**src/rtl/utc_time_pkg.sv**
```systemverilog
// Shared types and constants for the UTC/GNSS time receiver.
// Optional holdover limit in utc_time_rx is enabled by UTC_TIME_HOLDOVER_LIMIT_EN.
package utc_time_pkg;

  localparam logic [7:0]  UTC_HDR0        = 8'hAA;
  localparam logic [7:0]  UTC_HDR1        = 8'h55;
  localparam int unsigned UTC_PAYLOAD_LEN = 6;
  localparam int unsigned SEC_PER_WEEK    = 604800;

  localparam int unsigned TOW_W     = 20;
  localparam int unsigned WEEK_W    = 16;
  localparam int unsigned IDX_W     = 3;
  localparam int unsigned PAYLOAD_W = 8 * UTC_PAYLOAD_LEN;

  typedef enum logic [1:0] {
    PS_HUNT_AA,
    PS_HUNT_55,
    PS_PAYLOAD,
    PS_CSUM
  } parse_state_e;

  typedef enum logic [1:0] {
    RX_IDLE,
    RX_START,
    RX_DATA,
    RX_STOP
  } rx_state_e;

  typedef struct packed {
    logic [TOW_W-1:0]  tow;
    logic [WEEK_W-1:0] week;
  } utc_time_t;

  // Advance one second, rolling the week at the end of time-of-week.
  function automatic utc_time_t next_second(input utc_time_t t);
    utc_time_t n;
    n = t;
    if (t.tow == TOW_W'(SEC_PER_WEEK - 1)) begin
      n.tow  = '0;
      n.week = t.week + WEEK_W'(1);
    end else begin
      n.tow = t.tow + TOW_W'(1);
    end
    return n;
  endfunction

endpackage

```
**src/rtl/uart_rx_byte.sv**
```systemverilog
// 8N1 UART byte receiver on an already-synchronised line; mid-bit sampling,
// false-start rejection and stop-bit error reporting.
module uart_rx_byte
  import utc_time_pkg::*;
#(
  parameter int unsigned CLKS_PER_BIT = 710
) (
  input  logic       clk,
  input  logic       rst,
  input  logic       rxd_i,
  output logic [7:0] data_o,
  output logic       byte_valid_o,
  output logic       stop_err_o
);

  localparam int unsigned CNT_W = $clog2(CLKS_PER_BIT);
  localparam logic [CNT_W-1:0] HALF_LAST = CNT_W'(CLKS_PER_BIT / 2 - 1);
  localparam logic [CNT_W-1:0] BIT_LAST  = CNT_W'(CLKS_PER_BIT - 1);

  rx_state_e        state_q, state_d;
  logic [CNT_W-1:0] cnt_q, cnt_d;
  logic [2:0]       bit_idx_q, bit_idx_d;
  logic [7:0]       shift_q, shift_d;
  logic [7:0]       data_q, data_d;
  logic             valid_q, valid_d;
  logic             stop_err_q, stop_err_d;
  logic             rxd_prev_q;

  always_ff @(posedge clk or negedge rst) begin
    if (!rst) begin
      state_q    <= RX_IDLE;
      cnt_q      <= '0;
      bit_idx_q  <= '0;
      shift_q    <= '0;
      data_q     <= '0;
      valid_q    <= 1'b0;
      stop_err_q <= 1'b0;
      rxd_prev_q <= 1'b1;
    end else begin
      state_q    <= state_d;
      cnt_q      <= cnt_d;
      bit_idx_q  <= bit_idx_d;
      shift_q    <= shift_d;
      data_q     <= data_d;
      valid_q    <= valid_d;
      stop_err_q <= stop_err_d;
      rxd_prev_q <= rxd_i;
    end
  end

  always_comb begin
    state_d    = state_q;
    cnt_d      = cnt_q;
    bit_idx_d  = bit_idx_q;
    shift_d    = shift_q;
    data_d     = data_q;
    valid_d    = 1'b0;
    stop_err_d = 1'b0;

    case (state_q)
      RX_IDLE: begin
        if (!rxd_i && rxd_prev_q) begin
          state_d = RX_START;
          cnt_d   = '0;
        end
      end
      RX_START: begin
        // A line back high at mid start bit was a glitch, not a character.
        if (cnt_q == HALF_LAST) begin
          cnt_d     = '0;
          bit_idx_d = '0;
          state_d   = rxd_i ? RX_IDLE : RX_DATA;
        end else begin
          cnt_d = cnt_q + CNT_W'(1);
        end
      end
      RX_DATA: begin
        if (cnt_q == BIT_LAST) begin
          cnt_d   = '0;
          shift_d = {rxd_i, shift_q[7:1]};
          if (bit_idx_q == 3'd7) begin
            state_d = RX_STOP;
          end else begin
            bit_idx_d = bit_idx_q + 3'd1;
          end
        end else begin
          cnt_d = cnt_q + CNT_W'(1);
        end
      end
      RX_STOP: begin
        if (cnt_q == BIT_LAST) begin
          cnt_d   = '0;
          state_d = RX_IDLE;
          if (rxd_i) begin
            valid_d = 1'b1;
            data_d  = shift_q;
          end else begin
            stop_err_d = 1'b1;
          end
        end else begin
          cnt_d = cnt_q + CNT_W'(1);
        end
      end
      default: state_d = RX_IDLE;
    endcase
  end

  assign data_o       = data_q;
  assign byte_valid_o = valid_q;
  assign stop_err_o   = stop_err_q;

endmodule

```
**src/rtl/utc_time_rx.sv**
```systemverilog
// UTC time message receiver: parses framed TOW/WEEK bytes and applies them at PPS.
// Define UTC_TIME_HOLDOVER_LIMIT_EN to drop lock after MAX_HOLDOVER extrapolated seconds.
module utc_time_rx
  import utc_time_pkg::*;
#(
  parameter int unsigned CLK_FREQ_HZ  = 81840000,
  parameter int unsigned BAUD         = 115200
`ifdef UTC_TIME_HOLDOVER_LIMIT_EN
  ,
  parameter int unsigned MAX_HOLDOVER = 8
`endif
) (
  input  logic              clk,
  input  logic              rst,
  input  logic              UTC_UART_RXD,
  input  logic              PPS_IN,
  output logic              time_valid_o,
  output logic [TOW_W-1:0]  tow_o,
  output logic [WEEK_W-1:0] week_o,
  output logic              holdover_o,
  output logic              time_locked_o,
  output logic              frame_err_o
);

  localparam int unsigned CLKS_PER_BIT = CLK_FREQ_HZ / BAUD;
  localparam int unsigned GAP_LIMIT    = 20 * CLKS_PER_BIT;
  localparam int unsigned GAP_W        = $clog2(GAP_LIMIT + 1);

  logic rxd_s1_q, rxd_s2_q;
  logic pps_s1_q, pps_s2_q, pps_prev_q, pps_edge_q;

  logic [7:0] rx_data;
  logic       rx_valid;
  logic       rx_stop_err;

  parse_state_e         pstate_q, pstate_d;
  logic [IDX_W-1:0]     idx_q, idx_d;
  logic [PAYLOAD_W-1:0] payload_q, payload_d;
  logic [7:0]           csum_q, csum_d;
  logic [GAP_W-1:0]     gap_q, gap_d;

  logic      pending_q, pending_d;
  utc_time_t pending_time_q, pending_time_d;
  utc_time_t time_q, time_d;
  logic      time_valid_q, time_valid_d;
  logic      holdover_q, holdover_d;
  logic      locked_q, locked_d;
  logic      frame_err_q, frame_err_d;

`ifdef UTC_TIME_HOLDOVER_LIMIT_EN
  localparam int unsigned HC_W = $clog2(MAX_HOLDOVER + 1);
  logic [HC_W-1:0] hold_cnt_q, hold_cnt_d;
`endif

  uart_rx_byte #(
    .CLKS_PER_BIT(CLKS_PER_BIT)
  ) u_rx (
    .clk         (clk),
    .rst         (rst),
    .rxd_i       (rxd_s2_q),
    .data_o      (rx_data),
    .byte_valid_o(rx_valid),
    .stop_err_o  (rx_stop_err)
  );

  always_ff @(posedge clk or negedge rst) begin
    if (!rst) begin
      rxd_s1_q       <= 1'b1;
      rxd_s2_q       <= 1'b1;
      pps_s1_q       <= 1'b0;
      pps_s2_q       <= 1'b0;
      pps_prev_q     <= 1'b0;
      pps_edge_q     <= 1'b0;
      pstate_q       <= PS_HUNT_AA;
      idx_q          <= '0;
      payload_q      <= '0;
      csum_q         <= '0;
      gap_q          <= '0;
      pending_q      <= 1'b0;
      pending_time_q <= '0;
      time_q         <= '0;
      time_valid_q   <= 1'b0;
      holdover_q     <= 1'b0;
      locked_q       <= 1'b0;
      frame_err_q    <= 1'b0;
`ifdef UTC_TIME_HOLDOVER_LIMIT_EN
      hold_cnt_q     <= '0;
`endif
    end else begin
      rxd_s1_q       <= UTC_UART_RXD;
      rxd_s2_q       <= rxd_s1_q;
      pps_s1_q       <= PPS_IN;
      pps_s2_q       <= pps_s1_q;
      pps_prev_q     <= pps_s2_q;
      pps_edge_q     <= pps_s2_q & ~pps_prev_q;
      pstate_q       <= pstate_d;
      idx_q          <= idx_d;
      payload_q      <= payload_d;
      csum_q         <= csum_d;
      gap_q          <= gap_d;
      pending_q      <= pending_d;
      pending_time_q <= pending_time_d;
      time_q         <= time_d;
      time_valid_q   <= time_valid_d;
      holdover_q     <= holdover_d;
      locked_q       <= locked_d;
      frame_err_q    <= frame_err_d;
`ifdef UTC_TIME_HOLDOVER_LIMIT_EN
      hold_cnt_q     <= hold_cnt_d;
`endif
    end
  end

  always_comb begin
    pstate_d       = pstate_q;
    idx_d          = idx_q;
    payload_d      = payload_q;
    csum_d         = csum_q;
    gap_d          = gap_q;
    pending_d      = pending_q;
    pending_time_d = pending_time_q;
    time_d         = time_q;
    time_valid_d   = 1'b0;
    holdover_d     = holdover_q;
    locked_d       = locked_q;
    frame_err_d    = 1'b0;
`ifdef UTC_TIME_HOLDOVER_LIMIT_EN
    hold_cnt_d     = hold_cnt_q;
`endif

    // PPS sees pending as it stood before any frame completing this cycle.
    if (pps_edge_q) begin
      if (pending_q) begin
        time_d       = pending_time_q;
        pending_d    = 1'b0;
        holdover_d   = 1'b0;
        locked_d     = 1'b1;
        time_valid_d = 1'b1;
`ifdef UTC_TIME_HOLDOVER_LIMIT_EN
        hold_cnt_d   = '0;
`endif
      end else if (locked_q) begin
`ifdef UTC_TIME_HOLDOVER_LIMIT_EN
        if (hold_cnt_q == HC_W'(MAX_HOLDOVER)) begin
          locked_d   = 1'b0;
          holdover_d = 1'b0;
          hold_cnt_d = '0;
        end else begin
          time_d       = next_second(time_q);
          holdover_d   = 1'b1;
          time_valid_d = 1'b1;
          hold_cnt_d   = hold_cnt_q + HC_W'(1);
        end
`else
        time_d       = next_second(time_q);
        holdover_d   = 1'b1;
        time_valid_d = 1'b1;
`endif
      end
    end

    if (rx_stop_err) begin
      pstate_d    = PS_HUNT_AA;
      gap_d       = '0;
      frame_err_d = 1'b1;
    end else if (rx_valid) begin
      gap_d = '0;
      case (pstate_q)
        PS_HUNT_AA: begin
          if (rx_data == UTC_HDR0) pstate_d = PS_HUNT_55;
        end
        PS_HUNT_55: begin
          if (rx_data == UTC_HDR1) begin
            pstate_d = PS_PAYLOAD;
            idx_d    = '0;
            csum_d   = '0;
          end else if (rx_data != UTC_HDR0) begin
            pstate_d = PS_HUNT_AA;
          end
        end
        PS_PAYLOAD: begin
          payload_d = {payload_q[PAYLOAD_W-9:0], rx_data};
          csum_d    = csum_q ^ rx_data;
          if (idx_q == IDX_W'(UTC_PAYLOAD_LEN - 1)) begin
            pstate_d = PS_CSUM;
          end else begin
            idx_d = idx_q + IDX_W'(1);
          end
        end
        PS_CSUM: begin
          pstate_d = PS_HUNT_AA;
          if (rx_data == csum_q &&
              payload_q[PAYLOAD_W-1 -: 32] < 32'(SEC_PER_WEEK)) begin
            pending_d           = 1'b1;
            pending_time_d.tow  = payload_q[WEEK_W +: TOW_W];
            pending_time_d.week = payload_q[WEEK_W-1:0];
          end else begin
            frame_err_d = 1'b1;
          end
        end
        default: pstate_d = PS_HUNT_AA;
      endcase
    end else if (pstate_q == PS_HUNT_AA) begin
      gap_d = '0;
    end else if (gap_q == GAP_W'(GAP_LIMIT)) begin
      pstate_d    = PS_HUNT_AA;
      gap_d       = '0;
      frame_err_d = 1'b1;
    end else begin
      gap_d = gap_q + GAP_W'(1);
    end
  end

  assign time_valid_o  = time_valid_q;
  assign tow_o         = time_q.tow;
  assign week_o        = time_q.week;
  assign holdover_o    = holdover_q;
  assign time_locked_o = locked_q;
  assign frame_err_o   = frame_err_q;

endmodule

```
**config.mk**
```make
export PLATFORM = sky130hd
export DESIGN_NAME = utc_time_rx
export DESIGN_NICKNAME = d
export VERILOG_FILES = /design/src/rtl/utc_time_pkg.sv /design/src/rtl/uart_rx_byte.sv /design/src/rtl/utc_time_rx.sv
export SDC_FILE = /design/constraint.sdc
export NUM_CORES = 1
export LEC_CHECK = 0
export CAP_MARGIN = 20
export CORE_UTILIZATION = 50
export DETAILED_ROUTE_END_ITERATION = 10
export GPL_TIMING_DRIVEN = 0
export PLACE_DENSITY = 0.77
export SKIP_LAST_GASP = 1
export SYNTH_ARGS = -nofsm -noshare
export SYNTH_HDL_FRONTEND = slang
export SYNTH_SLANG_ARGS = --single-unit
```
**constraint.sdc**
```tcl
create_clock -name clk -period 3.4 [get_ports clk]
set_input_delay 1.02 -clock clk [delete_from_list [all_inputs] [get_ports clk]]
set_output_delay 1.02 -clock clk [all_outputs]
set_load 0.03 [all_outputs]
```
==> impl_metrics.env, run 1 <==
export IMPL_netlist_instances=806
export IMPL_ys_seq_area_frac=0.529
export IMPL_grt_pass1_vias=6382
export IMPL_gp_congestion=0.878
export IMPL_coreArea_um2=17500
export IMPL_hp_start="pps_s1_q"
export IMPL_post_cts_resized=0
export IMPL_num_antenna_cells=0
export IMPL_status="finished, final reports clean"
export IMPL_crit_buf_inv=1
export IMPL_hold_path_class="flip-flop to flip-flop"
export IMPL_chipWidth_um=137
export IMPL_synthArstFlopShare=1.00
export IMPL_die_area_um2=18700
export IMPL_startpoint="tow_o[10]"
export IMPL_final_cell_mix="189 x dfrtp_1, 99 x mux2_2, 61 x nand2_1, 46 x nor2_1, 42 x clkdlybuf4s50_1"
export IMPL_worst_slack_ps=686
export IMPL_drive_gt1_frac=0.183
export IMPL_cts_made_buffers=17
export IMPL_design_area_um2=10400
export IMPL_layout_commonest_cell="dfrtp_1"
export IMPL_maxSlewHeadroom=0.526
export IMPL_rows=48
export IMPL_portBuffers=43
export IMPL_synth_edf_count=0
export IMPL_routedWlPerCell_um=17.7
export IMPL_rsz0062_at_grt="no"
export IMPL_cp_arrival_ps=1690
export IMPL_slew_viol_final=0
export IMPL_fin_skew_ps=10.8
export IMPL_crit_path_top_delay_cell="clkdlybuf4s50_1"
export IMPL_hold_viol=0
export IMPL_path_clk_slew_ps=80
export IMPL_grt_max_degree=117
export IMPL_antenna_found_initial=0
export IMPL_post_dp_hpwl_um=13400
export IMPL_post_cts_setup_buffer_count=0
export IMPL_power_density_nw_per_um2=429
export IMPL_setup_tns_ps=0
export IMPL_synth_area_per_cell_um2=11.3
export IMPL_irDropWorstVdd_mv=0.367
export IMPL_ant_nets=0
export IMPL_rr_startpoint="tow_o[0]"
export IMPL_syn_num_nets=826
export IMPL_routed_wirelength_um=19600
export IMPL_area_delta_synth_final_pct=14.4
export IMPL_drc=0
export IMPL_dp_slack_ps=887
export IMPL_critPathKind="flip-flop to output pin"
export IMPL_layout_min_cycle_time_ps=2710
export IMPL_tightest_slew_ps=707
export IMPL_fmax_mhz=368
export IMPL_fin_nets=889
export IMPL_crit_family="buffers and inverters"
export IMPL_cts_tree="done"
export IMPL_ys_warn_count=0
export IMPL_overflow=0
export IMPL_grt_pass1_wl_um=33000
export IMPL_cap_viol_max_count=0
export IMPL_vias_per_cell=5.99
export IMPL_num_fill_cells=1497
export IMPL_setup_viol=0
export IMPL_drtIter0Drc=425
export IMPL_htree_num_levels=4
export IMPL_num_vias=6632
export IMPL_synth_main_ff_cell="dfrtp_1"
export IMPL_path_cells="clkdlybuf4s50_1"
export IMPL_synth_area_um2=9090
export IMPL_hold_buffers=0
export IMPL_cts_root_buf="clkbuf_16"
export IMPL_synth_seq_cells=192
export IMPL_dp_cells=1075
export IMPL_clk_path_buf_depth=2
export IMPL_die_y_um=137
export IMPL_instances_no_fill=1107
export IMPL_grt_usage=0.226
export IMPL_leakagePower_nw=4.64
export IMPL_crit_fanout=6
export IMPL_crit_path_end_kind="output pin"
export IMPL_required_ps=2380
export IMPL_dpl_cell_area_um2=9830
export IMPL_ys_types=69
export IMPL_slowest_delay_ps=730
export IMPL_clock_sinks=192
export IMPL_clock_latency_ps=430
export IMPL_start_util=0.518
export IMPL_startpoint_type="flip-flop"
export IMPL_fin_crit_sh=0.798
export IMPL_drt_pass1_iter_count=5
export IMPL_ioPinCount=44
cell type report:
type | count | area, um2 | share of cell area
flip-flops and latches | 192 | 4810 | 0.462
well taps | 225 | 282 | 0.0271
plain buffers | 31 | 131 | 0.0126
repair buffers | 44 | 463 | 0.0445
multi-input cells | 551 | 4030 | 0.387
clock buffers | 20 | 467 | 0.0449
clock inverters | 12 | 101 | 0.00974
inverters | 32 | 120 | 0.0115
final timing paths:
check | to | slack, ps | cells after the start
max in group asynchronous | idx_q[0] | 1820 | 2
worst min-delay path | pps_s2_q | 350 | 0
worst max register to register | tow_o[10] | 810 | 7
min in group asynchronous | holdover_o | 560 | 1
worst max-delay path | tow_o[10] | 690 | 1
worst min register to register | pps_s2_q | 350 | 0
synthesized netlist by cell type (3+ instances only):
cell type  count  share of area
a21o_1         9         0.0074
dfstp_2        3         0.0087
buf_1          5         0.0021
nor4bb_1       6         0.0066
nand3b_1      20          0.017
mux2i_1       10          0.011
ha_1          16          0.022
a22oi_1        6         0.0050
o2bb2ai_1      4         0.0039
or3_1          8         0.0055
and3_1         9         0.0062
o211ai_1      13          0.011
clkbuf_1      18         0.0074
mux2_2        99           0.12
a32oi_1        4         0.0039
nor3b_1        4         0.0033
a21oi_1       23          0.013
o21ai_0       31          0.017
o22a_1         3         0.0029
a221o_1        5         0.0055
nor2b_1        4         0.0028
nor4_1        14         0.0096
xnor2_1        9         0.0087
nand2_1       61          0.025
and4_1         3         0.0029
nor3_1        12         0.0066
dfrtp_1      189           0.52
xor2_1        12          0.012
or4_1          9         0.0074
nand4_1       16          0.011
inv_1         31          0.013
o22ai_1       14         0.0096
a31oi_1        3         0.0021
o31a_1         3         0.0029
nor2_1        46          0.019
nand3_1       36          0.020
buf_2          6         0.0033
cell families after synthesis:
kind of cell	after synthesis	synth area share
adders and majority gates	16	0.0220
DFF	192	0.529
buffers and inverters	63	0.0277
xor gates and xnor gates	21	0.0202
muxes	109	0.134
AOI/OAI and AO/OA	140	0.105
and+or+nand+nor	265	0.162
power breakdown:
| group | internal (mW) | switching (mW) | leakage [nW] |
|---|---|---|---|
| clock network | 1.01 | 0.905 | 0.270 |
| logic | 0.0633 | 0.138 | 1.71 |
| registers | 2.31 | 0.0319 | 2.66 |
layer usage:
metal,wire length (um),GRT usage,up-vias
met5,0,0,-
met4,263,0.0726,0
met3,893,0.0400,35
met2,9560,0.364,213
met1,8900,0.311,3290
li1,-,-,3094
through the flow:
stage	total power [mW]	hold WS, ps	utilization
floorplan	2.49	331	-
global placement	2.58	334	0.559
detailed placement	2.59	340	0.561
CTS	4.50	357	0.593
global route	4.62	361	0.593
finish	4.46	353	0.593
flip-flops by register name, indices dropped and copies added, names as in the netlist, 2 cells and up, named ones only:
signal and cells:
pending_time_q 36, idx_q 3, pstate_q 2, tow_o 20, u_rx.cnt_q 10, gap_q 14
payload_q 48, u_rx.bit_idx_q 3, csum_q 8, week_o 16, u_rx.shift_q 8, u_rx.data_o 8
No activity file was read; power rests on OpenSTA's default activity.
==> run 2, diff against run 1 <==
PLACE_DENSITY = 0.8   (was 0.77)
clock period = 2.2 ns   (was 3.4 ns; I/O delays follow)
==> run 2 against run 1 <==
Net effect:
- via count increased by 2.6%
- total power increased by 63%
- cell count increased by 2.0%
- sequential cell count unchanged
- global-route usage increased by 0.38 points
- critical path type unchanged
- core utilization increased by 2.0 points
- non-clock buffer count increased by 22
- critical endpoint is now week_o[15]
- combinational power increased by 73%
- worst hold slack got worse by 200 ps
==> impl_metrics.env, run 2 (same netlist as run 1, synthesis figures left out) <==
export IMPL_status="finished, final reports clean"
export IMPL_crit_path_end_kind="output pin"
export IMPL_hold_buffers=0
export IMPL_routedWlPerCell_um=18.0
export IMPL_setup_viol=0
export IMPL_wl_met3_um=1190
export IMPL_cts_made_buffers=17
export IMPL_overflow=0
export IMPL_reg2reg_slack_ps=50
export IMPL_cts_root_buf="clkbuf_16"
export IMPL_totalPowerFinal_mw=7.25
export IMPL_setup_tns_ps=0
export IMPL_fin_crit_sh=0.989
export IMPL_num_fill_cells=1368
export IMPL_crit_family="buffers and inverters"
export IMPL_met2WireLength_um=10000
export IMPL_leakagePower_nw=5.01
export IMPL_power_density_nw_per_um2=674
export IMPL_ioPinCount=44
export IMPL_slew_viol_final=0
export IMPL_reg2reg_depth=7
export IMPL_fin_skew_ps=11.4
export IMPL_clock_sinks=192
export IMPL_largest_reg_flops=48
export IMPL_path_cells="clkdlybuf4s50_1"
export IMPL_cts_tree="done"
export IMPL_p_sw_frac=0.228
export IMPL_hold_viol=0
export IMPL_die_area_um2=18700
export IMPL_num_antenna_cells=0
export IMPL_slowest_delay_ps=690
export IMPL_irDropWorstVdd_mv=0.572
export IMPL_tightest_slew_ps=644
export IMPL_drive_gt1_frac=0.227
export IMPL_p_comb_frac=0.048
export IMPL_num_vias=6804
export IMPL_crit_path_top_delay_cell="clkdlybuf4s50_1"
export IMPL_die_y_um=137
export IMPL_critPathKind="flip-flop to output pin"
export IMPL_htree_num_levels=4
export IMPL_portBuffers=43
export IMPL_grt_pass1_vias=6571
export IMPL_rr_startpoint="tow_o[1]"
export IMPL_startpoint="week_o[15]"
export IMPL_clock_latency_ps=440
export IMPL_grt_pass1_wl_um=33400
export IMPL_antenna_found_initial=0
export IMPL_coreArea_um2=17500
export IMPL_crit_fanout=3
export IMPL_grt_max_degree=126
export IMPL_internal_power_mw=5.59
export IMPL_layout_commonest_cell="dfrtp_1"
export IMPL_drt_met1_wl_um=8810
export IMPL_final_cell_mix="183 x dfrtp_1, 99 x mux2_2, 61 x nand2_1, 45 x nor2_1, 35 x nand3_1"
export IMPL_gp_congestion=0.908
export IMPL_path_clk_slew_ps=70
export IMPL_p_seq_frac=0.501
export IMPL_multi_input_area_um2=4150
export IMPL_grt_usage=0.230
export IMPL_cp_arrival_ps=1520
export IMPL_maxSlewHeadroom=0.571
export IMPL_worstSetupPathDepth=1
export IMPL_drt_pass1_iter_count=6
export IMPL_post_dp_hpwl_um=13500
export IMPL_startpoint_type="flip-flop"
export IMPL_top_layer="met4"
export IMPL_fin_nets=911
export IMPL_start_util=0.518
export IMPL_routed_wirelength_um=20400
export IMPL_cap_viol_max_count=0
export IMPL_hold_path_class="input pin to async pin"
export IMPL_drc=0
export IMPL_fmax_mhz=460
export IMPL_power_switching_mw=1.66
export IMPL_ant_nets=0
export IMPL_vias_per_cell=6.03
export IMPL_layout_min_cycle_time_ps=2180
export IMPL_finish_utilization=0.613
export IMPL_rows=48
export IMPL_top_register="payload_q"
export IMPL_required_ps=1540
export IMPL_area_delta_synth_final_pct=18.3
export IMPL_clk_path_buf_depth=2
export IMPL_crit_buf_inv=1
export IMPL_crit_reg2reg_capture="week_o[14]"
export IMPL_clkPwrFrac=0.451
export IMPL_chipWidth_um=137
export IMPL_drtIter0Drc=550
export IMPL_register_area_um2=4820
export IMPL_setup_worst_path_end="week_o[15]"
## run 2: cell count changes in the layout (fill, tap and decap cells not counted), moves of 4 or more
cell | before | now
nor4_2 | 2 | 6
nor4_1 | 14 | 10
dfrtp_2 | 0 | 6
clkdlybuf4s50_1 | 42 | 6
dlygate4sd2_1 | 0 | 33
buf_4 | 2 | 23
dfrtp_1 | 189 | 183
## run 2: cell type report
type / instances / share of cell area
flip-flops and latches: 192 / 0.448
multi-input cells: 551 / 0.386
repair buffers: 66 / 0.0568
clock buffers: 22 / 0.0441
well taps: 225 / 0.0262
plain buffers: 31 / 0.0141
clock inverters: 10 / 0.0140
inverters: 32 / 0.0112
## run 2: layer usage
| layer | GRT usage | vias to the layer above |
|---|---|---|
| met5 | 0 | - |
| met4 | 0.0812 | 0 |
| met3 | 0.0493 | 40 |
| met2 | 0.375 | 257 |
| met1 | 0.302 | 3365 |
| li1 | - | 3142 |
## run 2: power groups by stage
stage | clock network (mW) | logic, mW | registers [mW]
after global routing | 3.45 | 0.393 | 3.64
after CTS | 3.30 | 0.339 | 3.62
after detailed placement | 0 | 0.311 | 3.69
final | 3.27 | 0.348 | 3.63
after floorplan | 0 | 0.176 | 3.68
after global placement | 0 | 0.297 | 3.69
## run 2: how the worst min path moves through the flow
stage | end | slack (ps) | cells past startpoint
6_report | u_rx.cnt_q[5] | 160 | 1
5_1_grt | u_rx.cnt_q[3] | 190 | 1
4_1_cts | u_rx.cnt_q[5] | 170 | 1
3_5_place_dp | rxd_s2_q | 350 | 0
3_3_place_gp | rxd_s2_q | 350 | 0
2_1_floorplan | pps_s2_q | 330 | 0
## run 2: metrics by stage
stage                     hold slack, ps  worst slack, ps  instances  area (um2)
after detailed placement             347             -300       1075        9840
final                                155             24.6       1129       10800
after floorplan                      331             16.9        806        9090
after global routing                 194            -19.6       1129       10800
after CTS                            175             3.35       1116       10600
after global placement               345            -8060       1074        9800
## run 2: what timing repair did
| action | in CTS | in global routing |
|---|---|---|
| pin swaps | 4 | 7 |
| gates resized for setup | 48 | 26 |
| setup buffers | 9 | 13 |
| endpoints found under the setup margin | 135 | 93 |
==> run 3, diff against run 2 <==
PLACE_DENSITY = 0.77   (was 0.8)
clock period = 2.7 ns   (was 2.2 ns; I/O delays follow)
==> results of run 3 <==
Same layout as run 1 (identical final DEF). Status: finished, final reports clean.
Main changes from that run: setup slack after placement 887 ps -> 187 ps; setup slack after layout 686 ps -> 108 ps; start point of the critical path tow_o[10] -> tow_o[0]; register-to-register setup slack 810 ps -> 110 ps; total power 4.46 mW -> 5.61 mW; worst IR drop on VDD 0.367 mV -> 0.462 mV
